--- config.mk ---
export PLATFORM = sky130hd
export DESIGN_NAME = ws2812_frame_tx
export DESIGN_NICKNAME = d
export VERILOG_FILES = /design/src/rtl/ws2812_frame_tx_pkg.sv /design/src/rtl/ws2812_frame_tx_bit_timer.sv /design/src/rtl/ws2812_frame_tx.sv
export SDC_FILE = /design/constraint.sdc
export NUM_CORES = 1
export LEC_CHECK = 0
export ABC_AREA = 1
export CORE_ASPECT_RATIO = 1.75
export CORE_MARGIN = 2
export CORE_UTILIZATION = 44
export DETAILED_ROUTE_END_ITERATION = 16
export DONT_BUFFER_PORTS = 1
export PLACE_DENSITY = 0.57
export SLEW_MARGIN = 20
export SYNTH_ARGS = -nofsm -noshare
export SYNTH_HDL_FRONTEND = slang
export SYNTH_SLANG_ARGS = --single-unit
--- constraint.sdc ---
create_clock -name i_clk -period 2 [get_ports i_clk]
set_clock_uncertainty 0.1 [all_clocks]
set_input_delay 0.4 -clock i_clk [delete_from_list [all_inputs] [get_ports i_clk]]
set_output_delay 0.4 -clock i_clk [all_outputs]
set_load 0.01 [all_outputs]
--- src/rtl/ws2812_frame_tx_pkg.sv ---
// ws2812_frame_tx_pkg: shared FSM encoding and default 50 MHz WS2812 timing
package ws2812_frame_tx_pkg;
   typedef enum logic [2:0] {S_IDLE, S_LOAD, S_HIGH, S_LOW, S_LATCH} state_t;
   localparam int FRAME_W      = 24;
   localparam int DEF_NUM_LEDS = 8;
   localparam int DEF_IDX_W    = 3;
   localparam int DEF_T0H_CYC  = 20;
   localparam int DEF_T1H_CYC  = 40;
   localparam int DEF_BIT_CYC  = 63;
   localparam int DEF_RST_CYC  = 14000;
   function automatic int max2(input int a, input int b);
      return (a > b) ? a : b;
   endfunction
endpackage

--- src/rtl/ws2812_frame_tx_bit_timer.sv ---
// ws2812_frame_tx_bit_timer: loadable down-counter, expire while the count sits at zero
module ws2812_frame_tx_bit_timer #(
   parameter int W       = 15,
   parameter int RST_VAL = 0
) (
   input  logic         i_clk,
   input  logic         i_rst,
   input  logic         i_load,
   input  logic [W-1:0] i_value,
   output logic         o_expire
);
   logic [W-1:0] r_cnt;
   always_ff @(posedge i_clk) begin
      if (i_rst) r_cnt <= W'(RST_VAL);
      else if (i_load) r_cnt <= i_value;
      else if (r_cnt != '0) r_cnt <= r_cnt - W'(1);
   end
   assign o_expire = (r_cnt == '0);
endmodule

--- src/rtl/ws2812_frame_tx.sv ---
// ws2812_frame_tx: fetches one GRB frame per LED and drives it out as WS2812 pulses, then latches
module ws2812_frame_tx
   import ws2812_frame_tx_pkg::*;
#(
   parameter int NUM_LEDS = DEF_NUM_LEDS,
   parameter int IDX_W    = DEF_IDX_W,
   parameter int T0H_CYC  = DEF_T0H_CYC,
   parameter int T1H_CYC  = DEF_T1H_CYC,
   parameter int BIT_CYC  = DEF_BIT_CYC,
   parameter int RST_CYC  = DEF_RST_CYC
) (
   input  logic               i_clk,
   input  logic               i_rst,
   input  logic               i_start,
   input  logic [FRAME_W-1:0] i_frame_in,
   output logic [IDX_W-1:0]   o_led_idx,
   output logic               o_frame_rd,
   output logic               o_dout,
   output logic               o_busy,
   output logic               o_done
);
   localparam int CNT_W = $clog2(max2(RST_CYC, BIT_CYC) + 1);
   if (!(T0H_CYC > 0 && T0H_CYC < T1H_CYC && T1H_CYC < BIT_CYC && RST_CYC > 0 &&
         NUM_LEDS > 0 && (1 << IDX_W) >= NUM_LEDS)) begin : g_bad_params
      $error("ws2812_frame_tx: illegal timing or index parameters");
   end
   state_t               r_state, w_next;
   logic [FRAME_W-1:0]   r_shreg;
   logic [4:0]           r_bit_cnt;
   logic [IDX_W-1:0]     r_led_idx;
   logic                 r_from_low, r_dout, r_busy, r_done, r_frame_rd;
   logic                 w_dout, w_busy, w_done, w_frame_rd;
   logic                 w_expire, w_load, w_hi_bit, w_last_bit, w_last_led;
   logic [CNT_W-1:0]     w_value;
   assign w_last_bit = (r_bit_cnt == '0);
   assign w_last_led = (r_led_idx == IDX_W'(NUM_LEDS - 1));
   always_ff @(posedge i_clk) begin
      if (i_rst) r_state <= S_LATCH;
      else r_state <= w_next;
   end
   always_comb begin
      w_next = r_state;
      case (r_state)
         S_IDLE:  w_next = i_start ? S_LOAD : S_IDLE;
         S_LOAD:  w_next = S_HIGH;
         S_HIGH:  w_next = w_expire ? S_LOW : S_HIGH;
         S_LOW:   w_next = !w_expire ? S_LOW : !w_last_bit ? S_HIGH : w_last_led ? S_LATCH : S_LOAD;
         S_LATCH: w_next = w_expire ? S_IDLE : S_LATCH;
         default: w_next = S_LATCH;
      endcase
   end
   always_comb begin
      w_dout     = (w_next == S_HIGH);
      w_busy     = (w_next != S_IDLE);
      w_frame_rd = (w_next == S_LOAD);
      w_done     = (r_state == S_LATCH) && (w_next == S_IDLE) && r_from_low;
   end
   // The high time of the bit about to start comes from frame_in on LOAD, else from the next shreg bit
   always_comb begin
      w_load   = (w_next != r_state);
      w_hi_bit = (r_state == S_LOAD) ? i_frame_in[FRAME_W-1] : r_shreg[FRAME_W-2];
      w_value  = (w_next == S_HIGH) ? (w_hi_bit ? CNT_W'(T1H_CYC - 1) : CNT_W'(T0H_CYC - 1)) :
                 (w_next == S_LOW)  ? (r_shreg[FRAME_W-1] ? CNT_W'(BIT_CYC - T1H_CYC - 1)
                                                          : CNT_W'(BIT_CYC - T0H_CYC - 1)) :
                                      CNT_W'(RST_CYC - 1);
   end
   ws2812_frame_tx_bit_timer #(.W(CNT_W), .RST_VAL(RST_CYC - 1)) u_timer (
      .i_clk    (i_clk),
      .i_rst    (i_rst),
      .i_load   (w_load),
      .i_value  (w_value),
      .o_expire (w_expire)
   );
   always_ff @(posedge i_clk) begin
      if (i_rst) begin
         r_shreg    <= '0;
         r_bit_cnt  <= '0;
         r_led_idx  <= '0;
         r_from_low <= 1'b0;
         r_dout     <= 1'b0;
         r_busy     <= 1'b1;
         r_done     <= 1'b0;
         r_frame_rd <= 1'b0;
      end else begin
         r_dout     <= w_dout;
         r_busy     <= w_busy;
         r_done     <= w_done;
         r_frame_rd <= w_frame_rd;
         if (r_state == S_IDLE && w_next == S_LOAD) r_led_idx <= '0;
         if (r_state == S_LOAD) begin
            r_shreg   <= i_frame_in;
            r_bit_cnt <= 5'd23;
         end
         if (r_state == S_LOW && w_expire) begin
            if (!w_last_bit) begin
               r_shreg   <= {r_shreg[FRAME_W-2:0], 1'b0};
               r_bit_cnt <= r_bit_cnt - 5'd1;
            end else if (!w_last_led) r_led_idx <= r_led_idx + IDX_W'(1);
         end
         if (r_state == S_LOW && w_next == S_LATCH) r_from_low <= 1'b1;
         if (r_state == S_LATCH && w_expire) begin
            r_from_low <= 1'b0;
            r_led_idx  <= '0;
         end
      end
   end
   assign o_led_idx  = r_led_idx;
   assign o_frame_rd = r_frame_rd;
   assign o_dout     = r_dout;
   assign o_busy     = r_busy;
   assign o_done     = r_done;
endmodule

* Yosys cells after proc, flatten, opt, wreduce, memory -nomap -nowiden *
Cells that the tools add are included.

word-level totals
  output and inout port bits = 7
  word-level logic and storage cells = 61
  flip-flop bits (word level) = 54
  input port bits = 27

cells by class
  reductions and logical operators = 14
  equal/unequal tests = 10
  add/subtract/negate cells = 3
  multiplexer cells = 24

operator list
  operator               count
  $mux 24                3
  $mux 14                4
  $mux 3                 8
  $mux 5                 3
  $pmux 3 s5             1
  $logic_not 14->1       1
  $reduce_bool 14->1     1
  $sub 14x1->14 const B  1
  $eq 3x2->1 const B     4
  $mux 6                 2
  $eq 3x3->1 const B     3
  $eq 3x1->1 const B     2
  $logic_and 1x1->1      6
  $logic_not 3->1        2
  $logic_not 5->1        1
  $sub 5x1->5 const B    1
  $add 3x1->3 const B    1
  $mux 1                 3
  $ne 3x3->1             1
  $reduce_bool 3->1      1
  $reduce_bool 2->1      1
  $reduce_or 2->1        1

* Logic depth before layout (Yosys ltp) *
Gate-level depths: netlist of run 1.

  depth after elaboration = 11
  mapped depth = 14
  gate-level depth less buffers = 14

* Modules after synthesis *
Synthesis of run 1 repeated with hierarchy kept, for this count alone.

second synthesis, totals
  cells, all modules = 400
  area total of the unflattened synthesis = 2974.1 µm²

by module, submodules not included
  module                     instances  cells an instance  area each (µm²)  seq. area each (µm²)
  ws2812_frame_tx            1          255                1995.7           800.8
  ws2812_frame_tx_bit_timer  1          145                978.4            280.3

* Worst setup path after synthesis of run 1 *
Ideal clock, no wire load.

  kind = register -> register
  start = reg u_timer.r_cnt[0]
  end = reg u_timer.r_cnt[3]
  required time = 1.783 ns
  data arrival time = 1.608 ns
  cell stages (with the launch flop) = 14
  path slack = 0.175 ns
  path buffers = 1
  clock period less this slack = 1.825 ns
  library setup time = 0.117 ns
  cell sequence = dfxtp_1 > inv_1 > ha_1 > nand2_2 > nor2_8 > nand2_4 > inv_4 > nand3_2 > nand2_1 > nor2_1 > buf_4 > nand3_4 > nand3_1 > nand2_1

on the way
  longest elaborated chain between the ends = 7
  elaborated cells on any way between the ends = 15
  those cells by class = 1 x add/sub; 3 x eq/ne; 8 x mux; 3 x reduce/logical

RTL lines
  what                                  RTL line                         source
  from (decl)                           ws2812_frame_tx_bit_timer.sv:12  logic [W-1:0] r_cnt;
  from (signal assigned)                ws2812_frame_tx_bit_timer.sv:14  if (i_rst) r_cnt <= W'(RST_VAL);
  from (signal assigned)                ws2812_frame_tx_bit_timer.sv:15  else if (i_load) r_cnt <= i_value;
  from (signal assigned)                ws2812_frame_tx_bit_timer.sv:16  else if (r_cnt != '0) r_cnt <= r_cnt - W'(1);
  $logic_not 14->1                      ws2812_frame_tx_bit_timer.sv:18  assign o_expire = (r_cnt == '0);
  $mux 3, or another cell as far along  ws2812_frame_tx.sv:47            S_LOW: w_next = !w_expire ? S_LOW : !w_last_bit ? S_HIGH : w_last_led ? S_LATCH : S_LOAD;
  $pmux 3 s5                            ws2812_frame_tx.sv:43            case (r_state)
  $eq 3x2->1                            ws2812_frame_tx.sv:63            (w_next == S_LOW) ? (r_shreg[FRAME_W-1] ? CNT_W'(BIT_CYC - T1H_CYC - 1)
  $mux 14                               ws2812_frame_tx.sv:63
  $mux 14                               ws2812_frame_tx.sv:62            w_value = (w_next == S_HIGH) ? (w_hi_bit ? CNT_W'(T1H_CYC - 1) : CNT_W'(T0H_CYC - 1)) :
  $mux 14                               ws2812_frame_tx_bit_timer.sv:15

Several ways; a longest one is shown, not always the timed one. The select of a mux whose other input is x is not followed.
A chain may end at the register's enable or synchronous reset.

* Worst setup path in the final report of run 1 *
  start = reg r_led_idx[0] (netlist: o_led_idx[0])
  end = reg u_timer.r_cnt[5]

on the way
  longest elaborated chain between the ends = 9
  elaborated cells on any way between the ends = 12
  those cells by class = 4 x eq/ne; 7 x mux; 1 x reduce/logical

RTL lines
  what                    RTL line                         source
  from (decl)             ws2812_frame_tx.sv:30            logic [IDX_W-1:0] r_led_idx;
  from (signal assigned)  ws2812_frame_tx.sv:98            end else if (!w_last_led) r_led_idx <= r_led_idx + IDX_W'(1);
  $eq 3x3->1 *            ws2812_frame_tx.sv:36            assign w_last_led = (r_led_idx == IDX_W'(NUM_LEDS - 1));
  $mux 3 * (3 in a row)   ws2812_frame_tx.sv:47
  $pmux 3 s5 *            ws2812_frame_tx.sv:43
  $eq 3x2->1              ws2812_frame_tx.sv:63
  $mux 14                 ws2812_frame_tx.sv:63
  $mux 14                 ws2812_frame_tx.sv:62
  $mux 14                 ws2812_frame_tx_bit_timer.sv:15

Every way passes the cells marked *; elsewhere a longest branch is shown, timed or not.

==> impl_metrics.ini, run 1 <==
[outcome]
outcome = completed

[drt]
vias = 2489
drt_iter0_drc = 116
drc_errors = 0
avgViaCountPerCell = 5.34
drt_wl_total_mm = 6.75
dr.pass1.iters = 4
postRouteAntennaNets = 0
drt-wirelength-per-cell_um = 14.5

[sta]
setup_violations = 0
min_period_over_period_pct = 96.2
fin_ws_ns = 0.0760
timing.final.max_slew_violations = 0
tightestPinTransition_ns = 0.427
rsz0062_at_grt = true
slew_headroom_pct = 71.5
final_hold_viol_count = 0
min_period_ns = 1.92
max_freq_ghz = 0.520

[critical_path]
crit_end = u_timer.r_cnt[5]$_SDFFE_PP1P_
slowest_stage = dfxtp_1
worst-path-buf-inv = 2
worstSetupStartpointType = flop
crit_cells = 13
cp_data_arrival_time_ns = 2.04
reg2regPathDepth = 13
crit_start = o_led_idx[0]$_SDFF_PP0_
critPathMaxFanout = 4
crit_family = simple AND/OR/NAND/NOR gates
crit_chain = ha_1 -> ha_1 -> inv_2 -> nand3_2 -> nand3_1 -> nand2_2 -> nand3_2 -> nand2_4 -> buf_4 -> nand2_2 -> nand2_1 -> o21ai_0 -> nand2_1
r2r-end = u_timer.r_cnt[5]$_SDFFE_PP1P_
regToRegSetupSlack_ns = 0.08
critPathMaxStageDelay_ns = 0.32
worst_setup_path_end_kind = flop
r2r_start = o_led_idx[0]$_SDFF_PP0_
path_class = reg -> reg
critical_path_required_ns = 2.11

[clocking]
clkSlewWorstSetupHoldPaths_ns = 0.09
cts_max_level = 2
insertion_delay_ns = 0.31
cts_tree = built
hold_buffers = 0
numCtsBuffers = 5
cts_root_buffer = clkbuf_8
clock_path_buffers = 2
clock_sinks = 54

[synthesis]
synth_edf_count = 0
synthAdderAreaFrac_pct = 2.22
synth.most_common_cell = nand2_1
avgSynthCellArea_um2 = 7.70
synth-warning-count = 0
yosys-top-cells-area = dfxtp_1, nand2_1, a311oi_2
synth-compound-area-share_pct = 14.3
syn_area_um2 = 2820
netlist_top_cells_count = nand2_1, dfxtp_1, nor2_1
synthDistinctLibCells = 36
syn_inst = 366
ys_seq_area_share_pct = 38.4
yosysTopAreaCell = dfxtp_1
synth_seq_cells = 54
synth_nets = 398
synth_top_family_by_area = simple AND/OR/NAND/NOR gates
yosys.area_share.simple_pct = 33.4
post-synth-top-area-fraction_pct = 38.4
synth-async-reset-ratio_pct = 0
ys.flop_type = dfxtp_1
synth_mux_area_share_pct = 0.355
synth_xor_area_share_pct = 4.35

[power_and_ir_drop]
leakagePower_nw = 1.39
p_per_area_nw_per_um2 = 529
report.power.total_mw = 1.72
ir_worst_vdd_uv = 392

[cells_and_area]
antennaDiodeCount = 0
final_layout_size_suffix_gt1_share_pct = 23.8
fillers = 611
synthToLayoutAreaGrowth_pct = 15.4
final_area_um2 = 3250
layout.nets = 418
postLayoutCoreUtil_pct = 52.6

[global_routing]
grt_pass1_wl_mm = 11.1
grt_pass1_vias = 2430
grt_util_all_layers_pct = 20.2
overflow = 0
antenna_found_initial = 0
grt_max_degree = 46

[placed_design]
dp_hpwl_mm = 4.73
place_area_um2 = 2970
dp_slack_ns = -0.000206
port_buffers = 0
gp_congestion = 0.935

[hold_path]
hold_depth = 1
hold_class = in -> reg

[die]
initial_core_util_pct = 45.6
die_y_um = 110
rows = 38
core-area_um2 = 6180
die_w_um = 64.5
die-area_um2 = 7080
io_pins = 34

[job]
drv_cap = 0
==> report_power, final <==
part	leakage (nW)	switching, mW	total, mW	internal, mW
clock network	0.0383	0.352	0.594	0.242
logic	0.919	0.0224	0.0409	0.0185
registers	0.437	0.00365	1.08	1.08
==> per-stage QoR <==
| stage | TNS [ns] | std cells | hold slack (ns) |
|---|---|---|---|
| final | 0 | 466 | 0.0425 |
| after global routing | -0.172 | 466 | 0.0335 |
| after floorplan | 0 | 366 | 0.322 |
| after global placement | 0 | 451 | 0.344 |
| after CTS | 0 | 460 | 0.0383 |
| after detailed placement | -0.000206 | 451 | 0.349 |
==> layout make-up <==
type	instances	area [um^2]	share of cell area [%]
inverters	27	111	3.43
well taps	80	100	3.08
repair buffers	26	203	6.24
flip-flops and latches	54	1080	33.4
clock buffers	7	76.3	2.35
multi-input cells	272	1670	51.5
==> worst min path at each step <==
stage | to | start | slack [ns]
after global placement | o_done$_SDFF_PP0_ | r_from_low$_SDFFE_PP0P_ | 0.34
after floorplan | o_done$_SDFF_PP0_ | r_from_low$_SDFFE_PP0P_ | 0.32
after CTS | r_shreg[20]$_SDFF_PP0_ | i_rst | 0.04
final | u_timer.r_cnt[6]$_SDFFE_PP0P_ | i_rst | 0.04
after detailed placement | o_done$_SDFF_PP0_ | r_from_low$_SDFFE_PP0P_ | 0.35
after global routing | u_timer.r_cnt[6]$_SDFFE_PP0P_ | i_rst | 0.03
==> sequential cells by signal, indices dropped and copies added (netlist names) <==
name / flops
r_bit_cnt: 5
o_frame_rd: 1
o_led_idx: 3
o_busy: 1
r_shreg: 24
o_dout: 1
o_done: 1
r_state: 3
u_timer.r_cnt: 14
r_from_low: 1
==> cells by family after synthesis <==
group           count (synthesis)
compound gates                 43
xor+xnor                       14
fa+ha+maj                       5
buf+inv                        42
flops                          54
mux                             1
simple gates                  207
==> worst reg2reg max path, cell delays in order, from the launching register on <==
cell and delay, ns:
dfxtp_1 0.32, ha_1 0.19, ha_1 0.19, inv_2 0.07
nand3_2 0.09, nand3_1 0.12, nand2_2 0.10, nand3_2 0.11
nand2_4 0.08, buf_4 0.15, nand2_2 0.09, nand2_1 0.08
o21ai_0 0.07, nand2_1 0.06
==> cells in the final DEF (no fill, tap or decap), types with 3 or more instances in the layout <==
cell type   n
buf_4      24
ha_1        3
a311oi_2   14
nand2_2     6
clkbuf_8    5
a21oi_1     6
o21ai_0     6
inv_2       4
nor3_1      9
nand3_1    22
xor2_1      9
nor2_1     42
nor2_4      5
dfxtp_1    51
nand2_4     6
dfxtp_2     3
nand3_2     7
inv_1      21
xnor2_1     5
a311oi_1    8
nand2_1    99
nor2_2      4
==> per-layer routing <==
metal | part of all wire (%) | up-vias | track usage [%]
li1 | - | 1250 | -
met1 | 38 | 1162 | 20.4
met2 | 54 | 50 | 38.3
met3 | 2.6 | 27 | 3.48
met4 | 5.4 | 0 | 11.7
met5 | 0 | - | 0
==> timing repair <==
item,in CTS,in global routing
setup endpoints to repair,4,38
resized for setup,1,37
gates cloned,0,2
setup buffers,2,4
pin swaps,1,15
No activity file was read; power rests on OpenSTA's default activity.
==> inputs of run 2 (changes only) <==
RECOVER_POWER = 50   (was not set)
==> run 2 against run 1 <==
Compared with the run above:
- power is essentially flat
- design area down 0.35%
- first-iteration DRC count down 2.6%
- hold slack about the same
- sequential power about the same
- largest cell class unchanged
- final cell count did not move
- maximum frequency rose by 0.13%
- critical path type unchanged
- critical path depth unchanged
- clock power about the same
- count of clock-buffer cells in the layout is the same
- flip-flop and latch count stayed put
==> impl_metrics.ini, run 2 (synthesis gave the netlist of run 1 again) <==
[outcome]
outcome = completed

[cells_and_area]
layout_commonest_cell = nand2_1
largest_register = r_shreg
layout.nets = 418
fillers = 613
largestRegisters = r_shreg (24), u_timer.r_cnt (14), r_bit_cnt (5)
largest_reg_flops = 24
final_layout_size_suffix_gt1_share_pct = 23.1
synthToLayoutAreaGrowth_pct = 15.0
final-instance-count-excl-fill = 466
final_cell_mix = nand2_1, dfxtp_1, nor2_1, nand3_1
postLayoutCoreUtil_pct = 52.4
antennaDiodeCount = 0
final_area_um2 = 3240

[hold_path]
min_to = u_timer.r_cnt[6]$_SDFFE_PP0P_
hold_depth = 1
hold_class = in -> reg
hold_start = i_rst

[power_and_ir_drop]
p_per_area_nw_per_um2 = 531
p_seq_share_pct = 63.0
swShare_pct = 22.0
combPwrFrac_pct = 2.4
leakagePower_nw = 1.38
p_switching_uw = 378
report.power.total_mw = 1.72
p_clk_share_pct = 34.6
internal-power_mw = 1.34
ir_worst_vdd_uv = 392

[critical_path]
worst-path-buf-inv = 2
reg2regPathDepth = 13
critical_path_required_ns = 2.11
crit_family = simple AND/OR/NAND/NOR gates
critPathMaxStageDelay_ns = 0.32
path_class = reg -> reg
r2r-end = u_timer.r_cnt[5]$_SDFFE_PP1P_
critPathMaxFanout = 4
regToRegSetupSlack_ns = 0.08
worstSetupStartpointType = flop
slowest_stage = dfxtp_1
worst_setup_path_end_kind = flop
r2r_start = o_led_idx[0]$_SDFF_PP0_
cp_data_arrival_time_ns = 2.03
crit_chain = ha_1 -> ha_1 -> inv_2 -> nand3_2 -> nand3_1 -> nand2_2 -> nand3_2 -> nand2_4 -> buf_4 -> nand2_2 -> nand2_1 -> o21ai_0 -> nand2_1

[sta]
max_freq_ghz = 0.520
fin_ws_ns = 0.0784
setup_violations = 0
min_period_ns = 1.92
slew_headroom_pct = 71.5
final_hold_viol_count = 0
tightestPinTransition_ns = 0.427
fin_tns_setup_ns = 0
rsz0062_at_grt = true
timing.hold.ws_ns = 0.0425
min_period_over_period_pct = 96.1
timing.final.max_slew_violations = 0

[clocking]
insertion_delay_ns = 0.31
cts_max_level = 2
cts_root_buffer = clkbuf_8
clock_path_buffers = 2
cts_tree = built
clock_sinks = 54
numCtsBuffers = 5
clkSlewWorstSetupHoldPaths_ns = 0.09

[drt]
drc_errors = 0
drt_iter0_drc = 113
dr.pass1.iters = 4
postRouteAntennaNets = 0
avgViaCountPerCell = 5.35
drt_wl_total_mm = 6.75
vias = 2491
drt-wirelength-per-cell_um = 14.5

[die]
die-area_um2 = 7080
die_w_um = 64.5
core-area_um2 = 6180
die_y_um = 110
rows = 38
initial_core_util_pct = 45.6
io_pins = 34

[placed_design]
port_buffers = 0
dp.cells = 451
gp_congestion = 0.935
dp_slack_ns = -0.000206
dp_hpwl_mm = 4.73
place_area_um2 = 2970

[global_routing]
grt_pass1_wl_mm = 11.1
grt_pass1_vias = 2430
overflow = 0
antenna_found_initial = 0
grt_util_all_layers_pct = 20.2
grt_max_degree = 46

[job]
drv_cap = 0
run 2: cell types whose count changed in the layout (fill, tap and decap cells not counted):
cell and change:
clkbuf_1 +3, buf_4 -3
run 2: area by class of cell:
class,instances,area [um^2],share of cell area (%)
repair buffers,26,191,5.91
clock buffers,7,76.3,2.36
inverters,27,111,3.44
flip-flops and latches,54,1080,33.5
well taps,80,100,3.09
multi-input cells,272,1670,51.7
run 2: per-layer routing:
| layer | global-route usage, % | share of wire [%] | up-vias | routed length (um) |
|---|---|---|---|---|
| met2 | 38.3 | 54 | 50 | 3620 |
| met4 | 11.7 | 5.4 | 0 | 367 |
| met5 | 0 | 0 | - | 0 |
| met1 | 20.4 | 38 | 1162 | 2580 |
| met3 | 3.48 | 2.6 | 27 | 178 |
| li1 | - | - | 1252 | - |
run 2: repair_timing:
item	4_1_cts	5_1_grt
resized for setup	1	37
buffers inserted	2	4
endpoints found under the setup margin	4	38
hold buffers	0	0
cloned	0	2
pin swaps	1	15
run 2: how the worst max path moves through the flow:
| stage | from | to | slack [ns] | depth (start not counted) |
|---|---|---|---|---|
| floorplan | u_timer.r_cnt[0]$_SDFFE_PP1P_ | u_timer.r_cnt[3]$_SDFFE_PP1P_ | 0.18 | 13 |
| global placement | u_timer.r_cnt[0]$_SDFFE_PP1P_ | u_timer.r_cnt[13]$_SDFFE_PP1P_ | 0.03 | 14 |
| detailed placement | u_timer.r_cnt[0]$_SDFFE_PP1P_ | u_timer.r_cnt[12]$_SDFFE_PP1P_ | -0.0002 | 14 |
| CTS | u_timer.r_cnt[0]$_SDFFE_PP1P_ | u_timer.r_cnt[12]$_SDFFE_PP1P_ | 0.01 | 14 |
| global route | u_timer.r_cnt[9]$_SDFFE_PP1P_ | u_timer.r_cnt[3]$_SDFFE_PP1P_ | -0.03 | 11 |
| finish | o_led_idx[0]$_SDFF_PP0_ | u_timer.r_cnt[5]$_SDFFE_PP1P_ | 0.08 | 13 |
run 2: power by group through the flow:
stage | combinational [mW] | clock [mW] | sequential [mW]
after global placement | 0.0361 | 0 | 1.11
after CTS | 0.0361 | 0.618 | 1.08
after floorplan | 0.0360 | 0 | 1.11
after detailed placement | 0.0360 | 0 | 1.11
final | 0.0409 | 0.594 | 1.08
after global routing | 0.0452 | 0.639 | 1.08
